--- config.mk ---
export PLATFORM = sky130hd
export DESIGN_NAME = keypad_scanner
export DESIGN_NICKNAME = d
export VERILOG_FILES = /design/src/rtl/keypad_pkg.sv /design/src/rtl/key_fifo.sv /design/src/rtl/keypad_scanner.sv
export SDC_FILE = /design/constraint.sdc
export NUM_CORES = 1
export LEC_CHECK = 0
export ABC_CLOCK_PERIOD_IN_PS = 4700
export CAP_MARGIN = 20
export CELL_PAD_IN_SITES_DETAIL_PLACEMENT = 0
export CELL_PAD_IN_SITES_GLOBAL_PLACEMENT = 1
export CORE_UTILIZATION = 30
export DETAILED_ROUTE_END_ITERATION = 8
export PLACE_DENSITY_LB_ADDON = 0.1
export SLEW_MARGIN = 20
export SYNTH_ARGS = -nofsm -noshare
export SYNTH_HDL_FRONTEND = slang
export SYNTH_SLANG_ARGS = --single-unit
--- constraint.sdc ---
create_clock -name clk -period 4.7 [get_ports clk]
set_input_delay 1.175 -clock clk [delete_from_list [all_inputs] [get_ports clk]]
set_output_delay 1.175 -clock clk [all_outputs]
set_load 0.02 [all_outputs]
--- src/rtl/keypad_pkg.sv ---
// Types and helpers shared by the keypad scanner and its event FIFO.
package keypad_pkg;

  // Classification of one full matrix scan, and of the debounced state.
  typedef enum logic [1:0] {
    ScanNone,
    ScanSingle,
    ScanMulti
  } scan_state_e;

  // Width needed to encode n distinct values, never less than one bit.
  function automatic int unsigned key_width(input int unsigned n);
    return (n > 1) ? $clog2(n) : 1;
  endfunction

endpackage

--- src/rtl/key_fifo.sv ---
// Small synchronous FIFO for key events; a push into a full FIFO without a
// simultaneous pop is dropped and flagged on overflow_o.
module key_fifo
  import keypad_pkg::*;
#(
  parameter int unsigned WIDTH = 4,
  parameter int unsigned DEPTH = 4
) (
  input  logic             clk,
  input  logic             rst_n,
  input  logic             push_i,
  input  logic [WIDTH-1:0] push_data_i,
  input  logic             pop_i,
  output logic [WIDTH-1:0] head_o,
  output logic             empty_o,
  output logic             overflow_o
);

  localparam int unsigned PtrW = key_width(DEPTH);
  localparam int unsigned CntW = $clog2(DEPTH + 1);

  logic [WIDTH-1:0] mem_q [DEPTH];
  logic [PtrW-1:0]  wptr_q, wptr_d;
  logic [PtrW-1:0]  rptr_q, rptr_d;
  logic [CntW-1:0]  cnt_q, cnt_d;
  logic             full;
  logic             do_push;
  logic             do_pop;

  function automatic logic [PtrW-1:0] ptr_inc(input logic [PtrW-1:0] p);
    return (p == PtrW'(DEPTH - 1)) ? '0 : p + PtrW'(1);
  endfunction

  assign empty_o    = (cnt_q == '0);
  assign full       = (cnt_q == CntW'(DEPTH));
  assign do_pop     = pop_i & ~empty_o;
  // A pop in the same cycle frees the slot the push needs.
  assign do_push    = push_i & (~full | do_pop);
  assign overflow_o = push_i & full & ~do_pop;
  assign head_o     = empty_o ? '0 : mem_q[rptr_q];

  always_comb begin
    wptr_d = do_push ? ptr_inc(wptr_q) : wptr_q;
    rptr_d = do_pop ? ptr_inc(rptr_q) : rptr_q;
    cnt_d  = cnt_q;
    unique case ({do_push, do_pop})
      2'b10:   cnt_d = cnt_q + CntW'(1);
      2'b01:   cnt_d = cnt_q - CntW'(1);
      default: cnt_d = cnt_q;
    endcase
  end

  always_ff @(posedge clk or negedge rst_n) begin
    if (!rst_n) begin
      wptr_q <= '0;
      rptr_q <= '0;
      cnt_q  <= '0;
    end else begin
      wptr_q <= wptr_d;
      rptr_q <= rptr_d;
      cnt_q  <= cnt_d;
    end
  end

  always_ff @(posedge clk) begin
    if (do_push) begin
      mem_q[wptr_q] <= push_data_i;
    end
  end

endmodule

--- src/rtl/keypad_scanner.sv ---
// Matrix keypad scanner: drives columns in turn, classifies each full scan,
// debounces the classification and queues newly accepted single keys.
module keypad_scanner
  import keypad_pkg::*;
#(
  parameter int unsigned ROWS       = 4,
  parameter int unsigned COLS       = 4,
  parameter int unsigned SCAN_DIV   = 62500,
  parameter int unsigned DEBOUNCE   = 2,
  parameter int unsigned FIFO_DEPTH = 4,
  localparam int unsigned KEY_W     = key_width(ROWS * COLS)
) (
  input  logic             clk,
  input  logic             rst_n,
  input  logic [ROWS-1:0]  row_in,
  output logic [COLS-1:0]  col_out,
  output logic [KEY_W-1:0] key_code,
  output logic             key_valid,
  input  logic             key_ready,
  output logic             key_held,
  output logic             multi_key,
  output logic             overflow
);

  localparam int unsigned DivW = key_width(SCAN_DIV);
  localparam int unsigned ColW = key_width(COLS);
  localparam int unsigned DebW = $clog2(DEBOUNCE + 1);

  logic [ROWS-1:0]  row_meta_q, row_sync_q;
  logic [DivW-1:0]  div_q, div_d;
  logic [ColW-1:0]  col_q, col_d;
  // Keys seen so far this scan: 0, 1 or 2 meaning "more than one".
  logic [1:0]       acc_cnt_q, acc_cnt_d;
  logic [KEY_W-1:0] acc_code_q, acc_code_d;
  scan_state_e      cand_state_q, cand_state_d;
  logic [KEY_W-1:0] cand_code_q, cand_code_d;
  logic [DebW-1:0]  cand_cnt_q, cand_cnt_d;
  scan_state_e      deb_state_q, deb_state_d;
  logic [KEY_W-1:0] deb_code_q, deb_code_d;
  logic             push_q, push_d;

  logic             col_last;
  logic             scan_end;
  logic [1:0]       smp_cnt;
  logic [KEY_W-1:0] smp_code;
  scan_state_e      cls_state;
  logic [KEY_W-1:0] cls_code;
  logic             fifo_empty;

  // Rows are asynchronous to clk; idle (released) level is high.
  always_ff @(posedge clk or negedge rst_n) begin
    if (!rst_n) begin
      row_meta_q <= '1;
      row_sync_q <= '1;
    end else begin
      row_meta_q <= row_in;
      row_sync_q <= row_meta_q;
    end
  end

  assign col_last = (div_q == DivW'(SCAN_DIV - 1));
  assign scan_end = col_last && (col_q == ColW'(COLS - 1));
  assign col_out  = ~(COLS'(1) << col_q);

  always_comb begin
    div_d = col_last ? '0 : div_q + DivW'(1);
    col_d = col_q;
    if (col_last) begin
      col_d = scan_end ? '0 : col_q + ColW'(1);
    end
  end

  // Fold the current column's rows into the running scan tally.
  always_comb begin
    smp_cnt  = acc_cnt_q;
    smp_code = acc_code_q;
    for (int r = 0; r < ROWS; r++) begin
      if (!row_sync_q[r]) begin
        if (smp_cnt == 2'd0) begin
          smp_code = KEY_W'(r * COLS) + KEY_W'(col_q);
        end
        smp_cnt = (smp_cnt == 2'd0) ? 2'd1 : 2'd2;
      end
    end
  end

  always_comb begin
    cls_state = ScanNone;
    cls_code  = '0;
    unique case (smp_cnt)
      2'd0:    cls_state = ScanNone;
      2'd1: begin
        cls_state = ScanSingle;
        cls_code  = smp_code;
      end
      default: cls_state = ScanMulti;
    endcase
  end

  always_comb begin
    acc_cnt_d  = acc_cnt_q;
    acc_code_d = acc_code_q;
    if (col_last) begin
      acc_cnt_d  = scan_end ? '0 : smp_cnt;
      acc_code_d = scan_end ? '0 : smp_code;
    end
  end

  always_comb begin
    cand_state_d = cand_state_q;
    cand_code_d  = cand_code_q;
    cand_cnt_d   = cand_cnt_q;
    deb_state_d  = deb_state_q;
    deb_code_d   = deb_code_q;
    push_d       = 1'b0;
    if (scan_end) begin
      if (cls_state == cand_state_q && cls_code == cand_code_q) begin
        if (cand_cnt_q < DebW'(DEBOUNCE)) begin
          cand_cnt_d = cand_cnt_q + DebW'(1);
        end
      end else begin
        cand_state_d = cls_state;
        cand_code_d  = cls_code;
        cand_cnt_d   = DebW'(1);
      end
      if (cand_cnt_d >= DebW'(DEBOUNCE)) begin
        deb_state_d = cand_state_d;
        deb_code_d  = cand_code_d;
        // Only a change into a (different) single key is a new event.
        push_d = (cand_state_d == ScanSingle) &&
                 (deb_state_q != ScanSingle || deb_code_q != cand_code_d);
      end
    end
  end

  always_ff @(posedge clk or negedge rst_n) begin
    if (!rst_n) begin
      div_q        <= '0;
      col_q        <= '0;
      acc_cnt_q    <= '0;
      acc_code_q   <= '0;
      cand_state_q <= ScanNone;
      cand_code_q  <= '0;
      cand_cnt_q   <= '0;
      deb_state_q  <= ScanNone;
      deb_code_q   <= '0;
      push_q       <= 1'b0;
    end else begin
      div_q        <= div_d;
      col_q        <= col_d;
      acc_cnt_q    <= acc_cnt_d;
      acc_code_q   <= acc_code_d;
      cand_state_q <= cand_state_d;
      cand_code_q  <= cand_code_d;
      cand_cnt_q   <= cand_cnt_d;
      deb_state_q  <= deb_state_d;
      deb_code_q   <= deb_code_d;
      push_q       <= push_d;
    end
  end

  assign key_held  = (deb_state_q == ScanSingle);
  assign multi_key = (deb_state_q == ScanMulti);
  assign key_valid = ~fifo_empty;

  key_fifo #(
    .WIDTH (KEY_W),
    .DEPTH (FIFO_DEPTH)
  ) u_key_fifo (
    .clk         (clk),
    .rst_n       (rst_n),
    .push_i      (push_q),
    .push_data_i (deb_code_q),
    .pop_i       (key_ready),
    .head_o      (key_code),
    .empty_o     (fifo_empty),
    .overflow_o  (overflow)
  );

endmodule

Word-level counts from Yosys, hierarchy flattened
Memory sizes are Yosys's and may differ from the RTL's. Cells that the tools add are included.

Bits in registers: 54. Memory bits (writable): 16. Bits of input ports: 7. Output and inout bits: 12. Word-level logic and storage cells: 102. Memories kept: 1.

$add $sub $neg: 10. Order comparisons: 2. Eq/ne operators: 15. Shift operators: 1. Multiplexer cells: 37. Bitwise gates (word level): 9. Reductions and logical operators: 12.

Memories: u_key_fifo.mem_q (words 4, width 4, read ports 1, clocked after Yosys merged registers in 0, write ports 1, line key_fifo.sv:22) `logic [WIDTH-1:0] mem_q [DEPTH];`.

Operators with widths (count): two-way mux 4 bit (13); two-way mux 2 bit (17); adder 16 x 1 -> 16 bit (second input constant) (1); == test 16 bit (second input constant) (1); two-way mux 16 bit (1); == test 2 bit (second input constant) (5); zero test 2 bit (5); adder 2 x 1 -> 2 bit (second input constant) (4); == test 2 x 1 -> 1 bit (second input constant) (4); one-hot mux 3 bit (2 select lines) (1); adder 3 x 2 -> 4 bit (first input constant) (1); adder 3 x 3 -> 4 bit (first input constant) (1); adder 4 x 2 -> 4 bit (first input constant) (1); bitwise AND 1 bit (4); == test 4 bit (1); two-way mux 1 bit (4); != test 4 bit (1); NOT 4 bit (1); one-hot mux 2 bit (2 select lines) (1); << shifter 1 x 2 -> 4 bit (first input constant) (1); adder 3 x 1 -> 3 bit (second input constant) (1); == test 3 bit (second input constant) (1); logical AND 1 bit (3); zero test 3 bit (1); other kinds (10) (12).

Logic depth before layout (Yosys ltp)
Gate-level depths: netlist (run 1).

Depth after elaboration: 23. Mapped depth: 10. Mapped depth without buffers: 9.

By module
From an unflattened synthesis (run 1), not the netlist that was laid out.

Cell total of the unflattened synthesis: 298. Area total of the unflattened synthesis: 3493.4 sq um.

By module, submodules not included: keypad_scanner (times used 1, cells each 222, area an instance 2349.8 sq um, seq. area each 1186.1 sq um); key_fifo (times used 1, cells each 76, area an instance 1143.6 sq um, seq. area each 655.6 sq um).

Worst setup path after synthesis (run 1)
OpenSTA, ideal clock, no wires.

Kind: input to output. Start: input port key_ready. End: output port overflow. Arrival: 1723 ps. Data required time: 3525 ps. Setup slack: 1802 ps. Cell stages on the path: 2. Buffers on the path: 0. Path through: nor4b_1 -> and2_1.

Cells in the longest elaborated chain, start to end: 3.

Ends and longest elaborated chain: from (decl) (line keypad_scanner.sv:19) `input logic key_ready,`; bitwise AND 1 bit (line key_fifo.sv:36) `assign do_pop = pop_i & ~empty_o;`; NOT 1 bit (line key_fifo.sv:39) `assign overflow_o = push_i & full & ~do_pop;`; bitwise AND 1 bit (line key_fifo.sv:39); to (decl) (line keypad_scanner.sv:22) `output logic overflow`.

No other way between the ends.

Worst setup path in the final report (run 1)
Ends and elaborated chain as after synthesis.

==> run summary, run 1 <==
worst r2r dst: deb_code_q[0]$_DFFE_PN0P_
Critical-path top delay cell: clkdlybuf4s50_1
die width: 109.5 um
crit path DAT: 2.74 ns
CTS tree: done
post-synth top area share: 0.3318
clk_lat worst skew: 0.33 ns
ys async rst share: 0.7714
Clock Power Share: 0.495
hpwl dp: 4550 um
period utilization: 0.8335
leading area contributor after synthesis: dfrtp_1
core area: 11030 um^2
worst path bufs/invs: 2
post-place setup slack: 0.7552 ns
most frequent cell after synthesis: dfrtp_1
endpoints failing hold: 0
ANT cells: 0
worst r2r path cells: 8
top post-synthesis cells by area: dfrtp_1, edfxtp_1, dfstp_2
synth warn: 0
dpl cell area: 3785 um^2
clock sinks: 70
highest clock rate: 255.3 MHz
Max Cap Viol: 0
via density per instance: 4.668
io pins: 19
class of the worst hold path: flop to flop
Initial Util: 0.3145
hold path depth: 0
min Tclk post-route: 3.918 ns
# rows: 38
drt initial violations: 96
Placer Congestion: 0.6966
WP data required: 3.52 ns
Synth Instances: 303
Post-CTS Setup Inserts: 0
outcome: finished, final reports clean
Synth-to-Final Area Change: 17.67%
Final ANT Viol Nets: 0
Max Slew Vio Count: 0
final instance area: 4083 um^2
maximum vdd drop: 0.0001181 V
DRC: 0
CP Depth: 4
Hold-fix buffers, CTS: 0
Net Switching: 0.2716 mW
Post-synth EDFFs: 16
syn nets: 323
Fillers: 1106
leak pwr: 1.758 nW
Pint: 1.059 mW
Die Y: 109.5 um
largest net degree at the start of global routing: 31
hold_sp: row_meta_q[3]$_DFF_PN1_
GR Util All Layers: 0.1258
# resized after CTS: 0
Top FF cell, synth: dfrtp_1
initial antenna violation count: 0
#FFs+latches synth: 70
setup violators final: 0
FF-to-FF setup slack: 1.64 ns
unrepaired setup endpoints after global routing: false
Cell variety after synth: 52
drt pass-1 iters: 5
first-pass GRT wire length: 11230 um
DIE AREA: 12000 um^2
sequential share of the synthesized area: 0.5308
input/output buffers: 18
clock slew at reported path FFs: 0.05 ns
Syn Std Cell Area: 3470 um^2
pwr dens: 326.0 nW/um^2
Root Driver: clkbuf_16
CP max stage delay: 0.60 ns
Syn Area/Cell: 11.45 um^2
delay-heaviest family, CP: buffers and inverters
CP Launch Type: input pin
share of layout cells above drive strength 1: 0.1333
Setup CP Type: input pin to output pin
nets: 345
crit end category: output pin
vias in the first global route: 2267
Comb pwr share: 0.030
Max-slew headroom: 0.5291
sequential share of power: 0.475
Tot Pwr: 1.331 mW
clock buffer depth: 2
Worst-Margin Slew: 0.7064 ns
Sw Ratio: 0.2041
routed via count: 2194
crit path cell chain: clkdlybuf4s50_1 -> nor4b_1 -> and2_1 -> clkdlybuf4s50_1
H-tree Lvls: 3
setup ws final: 0.7825 ns
Num CTS Buffers: 9
Post-Route Skew: 0.005693 ns
synth cell count leaders: dfrtp_1, nand2_1, inv_1
setup TNS: 0 ns
WHS: 0.3533 ns
Avg WL per Cell: 13.60 um
CP Max Fanout: 2
total gr overflow: 0
hold endpoint: row_sync_q[3]$_DFF_PN1_
CP dominant cell by count: clkdlybuf4s50_1
reg-to-reg startpoint: div_q[3]$_DFF_PN0_
detailed-route wire length: 6392 um
metal layers:
layer / vias up / global-route usage / part of all wire
li1: 1099 / - / -
met1: 1059 / 0.1568 / 0.48
met2: 27 / 0.2035 / 0.47
met3: 9 / 0.03557 / 0.029
met4: 0 / 0.05429 / 0.017
met5: - / 0 / 0
worst reg2reg max path: cells and delay by family, from the launching register on:
kind | cells | cell delay [ns]
and+or+nand+nor | 6 | 2.02
DFF | 1 | 0.41
muxes | 1 | 0.34
buffers and inverters | 1 | 0.19
stage by stage:
| step | utilization | cells |
|---|---|---|
| after CTS | 0.3701 | 470 |
| final | 0.3701 | 470 |
| after global routing | 0.3701 | 470 |
| after floorplan | - | 303 |
| after global placement | 0.3431 | 454 |
| after detailed placement | 0.3431 | 454 |
cell type report:
cell class,instances,area (um^2),area share
inverters,21,78.83,0.01931
multi-input cells,202,1491,0.3653
flip-flops and latches,70,1842,0.4511
clock buffers,14,285.3,0.06987
well taps,140,175.2,0.04291
repair buffers,21,197.7,0.04842
clock inverters,2,12.51,0.003065
sequential cells by signal (all words and copies together), names as in the netlist:
| signal | cells |
|---|---|
| row_meta_q | 4 |
| acc_cnt_q | 2 |
| push_q | 1 |
| u_key_fifo.mem_q | 16 |
| cand_state_q | 2 |
| cand_code_q | 4 |
| u_key_fifo.cnt_q | 3 |
| u_key_fifo.rptr_q | 2 |
| u_key_fifo.wptr_q | 2 |
| div_q | 16 |
| cand_cnt_q | 2 |
| deb_code_q | 4 |
| acc_code_q | 4 |
| row_sync_q | 4 |
| deb_state_q | 2 |
| col_q | 2 |
how the worst max path moves through the flow:
stage / from / slack [ns] / endpoint
detailed placement: key_ready / 0.76 / overflow
floorplan: key_ready / 1.80 / overflow
global route: key_ready / 0.60 / overflow
global placement: key_ready / 0.71 / overflow
CTS: key_ready / 0.75 / overflow
finish: key_ready / 0.78 / overflow
power by group through the flow:
stage / Combinational, mW / Clock, mW / Sequential (mW)
2_1_floorplan: 0.0256 / 0 / 0.639
3_3_place_gp: 0.0408 / 0 / 0.644
3_5_place_dp: 0.0412 / 0 / 0.644
4_1_cts: 0.0414 / 0.685 / 0.633
5_1_grt: 0.0452 / 0.715 / 0.633
6_report: 0.0398 / 0.658 / 0.633
logic make-up after synthesis:
group,count (synthesis),synth area share
buffers and inverters,31,0.03931
xor gates and xnor gates,23,0.05806
muxes,16,0.06960
AOI/OAI and AO/OA,46,0.09845
and+or+nand+nor,103,0.1518
DFF,70,0.5308
adders and majority gates,14,0.05193
layout by cell type, fill, tap and decap left out, types with 3 or more instances in the layout:
cell type	synthesis	layout
ha_1	12	12
nor2b_1	4	4
nand2_1	29	29
xnor2_1	14	14
or3_1	3	3
nor3_1	5	5
xor2_1	9	9
a21oi_1	10	10
a21o_1	4	4
mux2_2	3	3
and2_1	11	11
clkdlybuf4s50_1	0	17
edfxtp_1	16	16
and3_1	5	5
dfrtp_1	46	46
nand2b_1	3	3
mux4_2	4	4
dfstp_2	8	8
inv_1	21	21
nor2_1	17	17
mux2_4	5	5
o21ai_0	16	16
buf_4	0	3
clkbuf_16	0	10
nand3_1	13	13
No activity file was read; power rests on OpenSTA's default activity.
==> inputs of run 2 (changes only) <==
--- a/config.mk
+++ b/config.mk
@@ -5,7 +5,7 @@
 export SDC_FILE = /design/constraint.sdc
 export NUM_CORES = 1
 export LEC_CHECK = 0
-export ABC_CLOCK_PERIOD_IN_PS = 4700
+export ABC_CLOCK_PERIOD_IN_PS = 3950
 export CAP_MARGIN = 20
 export CELL_PAD_IN_SITES_DETAIL_PLACEMENT = 0
 export CELL_PAD_IN_SITES_GLOBAL_PLACEMENT = 1
==> constraint.sdc (replaced) <==
create_clock -name clk -period 3.95 [get_ports clk]
set_input_delay 0.9875 -clock clk [delete_from_list [all_inputs] [get_ports clk]]
set_output_delay 0.9875 -clock clk [all_outputs]
set_load 0.02 [all_outputs]
==> run summary, run 2 (same netlist as run 1, synthesis figures left out) <==
core area: 11030 um^2 (unchanged)
clk_lat worst skew: 0.33 ns (about the same)
crit path DAT: 2.55 ns (was 2.74 ns)
Avg WL per Cell: 13.38 um (was 13.60 um)
crit path cell chain: clkdlybuf4s50_1 -> nor4b_1 -> and2_1 -> clkdlybuf4s50_1 (unchanged)
Post-Route Skew: 0.004587 ns (was 0.005693 ns)
initial antenna violation count: 0 (unchanged)
die width: 109.5 um (unchanged)
final core occ: 0.3702 (was 0.3701)
largest net degree at the start of global routing: 32 (was 31)
Num CTS Buffers: 9 (unchanged)
most frequent cells in the layout: dfrtp_1, nand2_1, inv_1 (unchanged)
H-tree Lvls: 3 (unchanged)
pwr dens: 388.8 nW/um^2 (was 326.0 nW/um^2)
Max Cap Viol: 0 (unchanged)
setup ws final: 0.4137 ns (was 0.7825 ns)
hpwl dp: 4421 um (was 4550 um)
routed via count: 2161 (was 2194)
# rows: 38 (unchanged)
WHS: 0.3546 ns (was 0.3533 ns)
CTS tree: done (unchanged)
Initial Util: 0.3145 (unchanged)
Synth-to-Final Area Change: 17.71% (was 17.67%)
worst path bufs/invs: 2 (unchanged)
setup violators final: 0 (unchanged)
min Tclk post-route: 3.536 ns
Max-slew headroom: 0.5297 (was 0.5291)
drt initial violations: 87 (was 96)
input/output buffers: 18 (unchanged)
Max Slew Vio Count: 0 (unchanged)
endpoints failing hold: 0 (unchanged)
worst r2r path cells: 8 (unchanged)
Post-CTS Setup Inserts: 0 (unchanged)
Regs by FF count: div_q (16), u_key_fifo.mem_q (16) (unchanged)
crit end category: output pin (unchanged)
period utilization: 0.8953
ANT cells: 0 (unchanged)
Setup CP Type: input pin to output pin (unchanged)
via density per instance: 4.588 (was 4.668)
commonest non-fill, non-tap cell in the layout: dfrtp_1 (unchanged)
maximum vdd drop: 0.0001735 V (was 0.0001181 V)
clock buffer depth: 2 (unchanged)
CP Depth: 4 (unchanged)
Worst-Margin Slew: 0.7055 ns (was 0.7064 ns)
# resized after CTS: 0 (unchanged)
DIE AREA: 12000 um^2 (unchanged)
dpl cell area: 3792 um^2 (was 3785 um^2)
io pins: 19 (unchanged)
CP Launch Type: input pin (unchanged)
first-pass GRT wire length: 11050 um (was 11230 um)
hold path depth: 0 (unchanged)
Critical-path top delay cell: clkdlybuf4s50_1 (unchanged)
CP max stage delay: 0.59 ns (was 0.60 ns)
Placer Congestion: 0.7071 (was 0.6966)
clock slew at reported path FFs: 0.05 ns (about the same)
post-place setup slack: 0.3854 ns (was 0.7552 ns)
CP dominant cell by count: clkdlybuf4s50_1 (unchanged)
detailed-route wire length: 6303 um (was 6392 um)
GR Util All Layers: 0.1237 (was 0.1258)
setup TNS: 0 ns (unchanged)
nets: 346 (was 345)
leak pwr: 1.757 nW (was 1.758 nW)
CP Max Fanout: 2 (unchanged)
DRC: 0 (unchanged)
total gr overflow: 0 (unchanged)
outcome: finished, final reports clean (unchanged)
share of layout cells above drive strength 1: 0.1299 (was 0.1333)
Die Y: 109.5 um (unchanged)
Hold-fix buffers, CTS: 0 (unchanged)
Root Driver: clkbuf_16 (unchanged)
WP data required: 2.96 ns (was 3.52 ns)
highest clock rate: 282.8 MHz
vias in the first global route: 2164 (was 2267)
drt pass-1 iters: 5 (unchanged)
final instance area: 4084 um^2 (was 4083 um^2)
delay-heaviest family, CP: buffers and inverters (unchanged)
Final ANT Viol Nets: 0 (unchanged)
unrepaired setup endpoints after global routing: false (unchanged)
class of the worst hold path: flop to flop (unchanged)
clock sinks: 70 (unchanged)
run 2: cell types whose count changed in the layout (fill, tap and decap cells not counted):
cell       previous run  this run
clkinv_2              1         0
clkbuf_16            10         9
bufinv_16             0         1
clkinv_1              0         3
clkbuf_1              2         1
buf_4                 3         4
clkbuf_8              2         1
run 2: per-layer routing:
layer,GRT usage,vias to the layer above,share of wire,wire length (um)
met5,0,-,0,0
met4,0.05429,0,0.018,113
met3,0.03438,10,0.032,199
met2,0.1905,27,0.47,2937
met1,0.1623,1024,0.48,3053
li1,-,1100,-,-
run 2: stage by stage:
stage | std cells | total power [mW]
2_1_floorplan | 303 | 0.7903
3_3_place_gp | 455 | 0.8154
3_5_place_dp | 455 | 0.8155
4_1_cts | 471 | 1.617
5_1_grt | 471 | 1.656
6_report | 471 | 1.588
run 2: area by class of cell:
type / count / area (um^2)
clock buffer: 11 / 242.7
clock inverter: 5 / 48.80
fill: 1107 / 6947
inverter: 21 / 78.83
multi-input combinational: 202 / 1491
sequential: 70 / 1842
tap: 140 / 175.2
timing repair buffer: 22 / 205.2
run 2: path summary, 6_finish.rpt:
path / start / end / slack (ns)
max reg2reg: div_q[6]$_DFF_PN0_ / deb_code_q[1]$_DFFE_PN0P_ / 0.92
min reg2reg: row_meta_q[2]$_DFF_PN1_ / row_sync_q[2]$_DFF_PN1_ / 0.35
min: row_meta_q[2]$_DFF_PN1_ / row_sync_q[2]$_DFF_PN1_ / 0.35
min in group asynchronous: rst_n / u_key_fifo.cnt_q[1]$_DFFE_PN0P_ / 0.71
max in group asynchronous: rst_n / div_q[7]$_DFF_PN0_ / 2.47
max: key_ready / overflow / 0.41
run 2: power by group:
part           internal [mW]  switching, mW  total, mW
sequential             0.745        0.00794      0.753
clock                  0.499          0.288      0.787
combinational         0.0195         0.0282     0.0477
total                   1.26          0.324       1.59
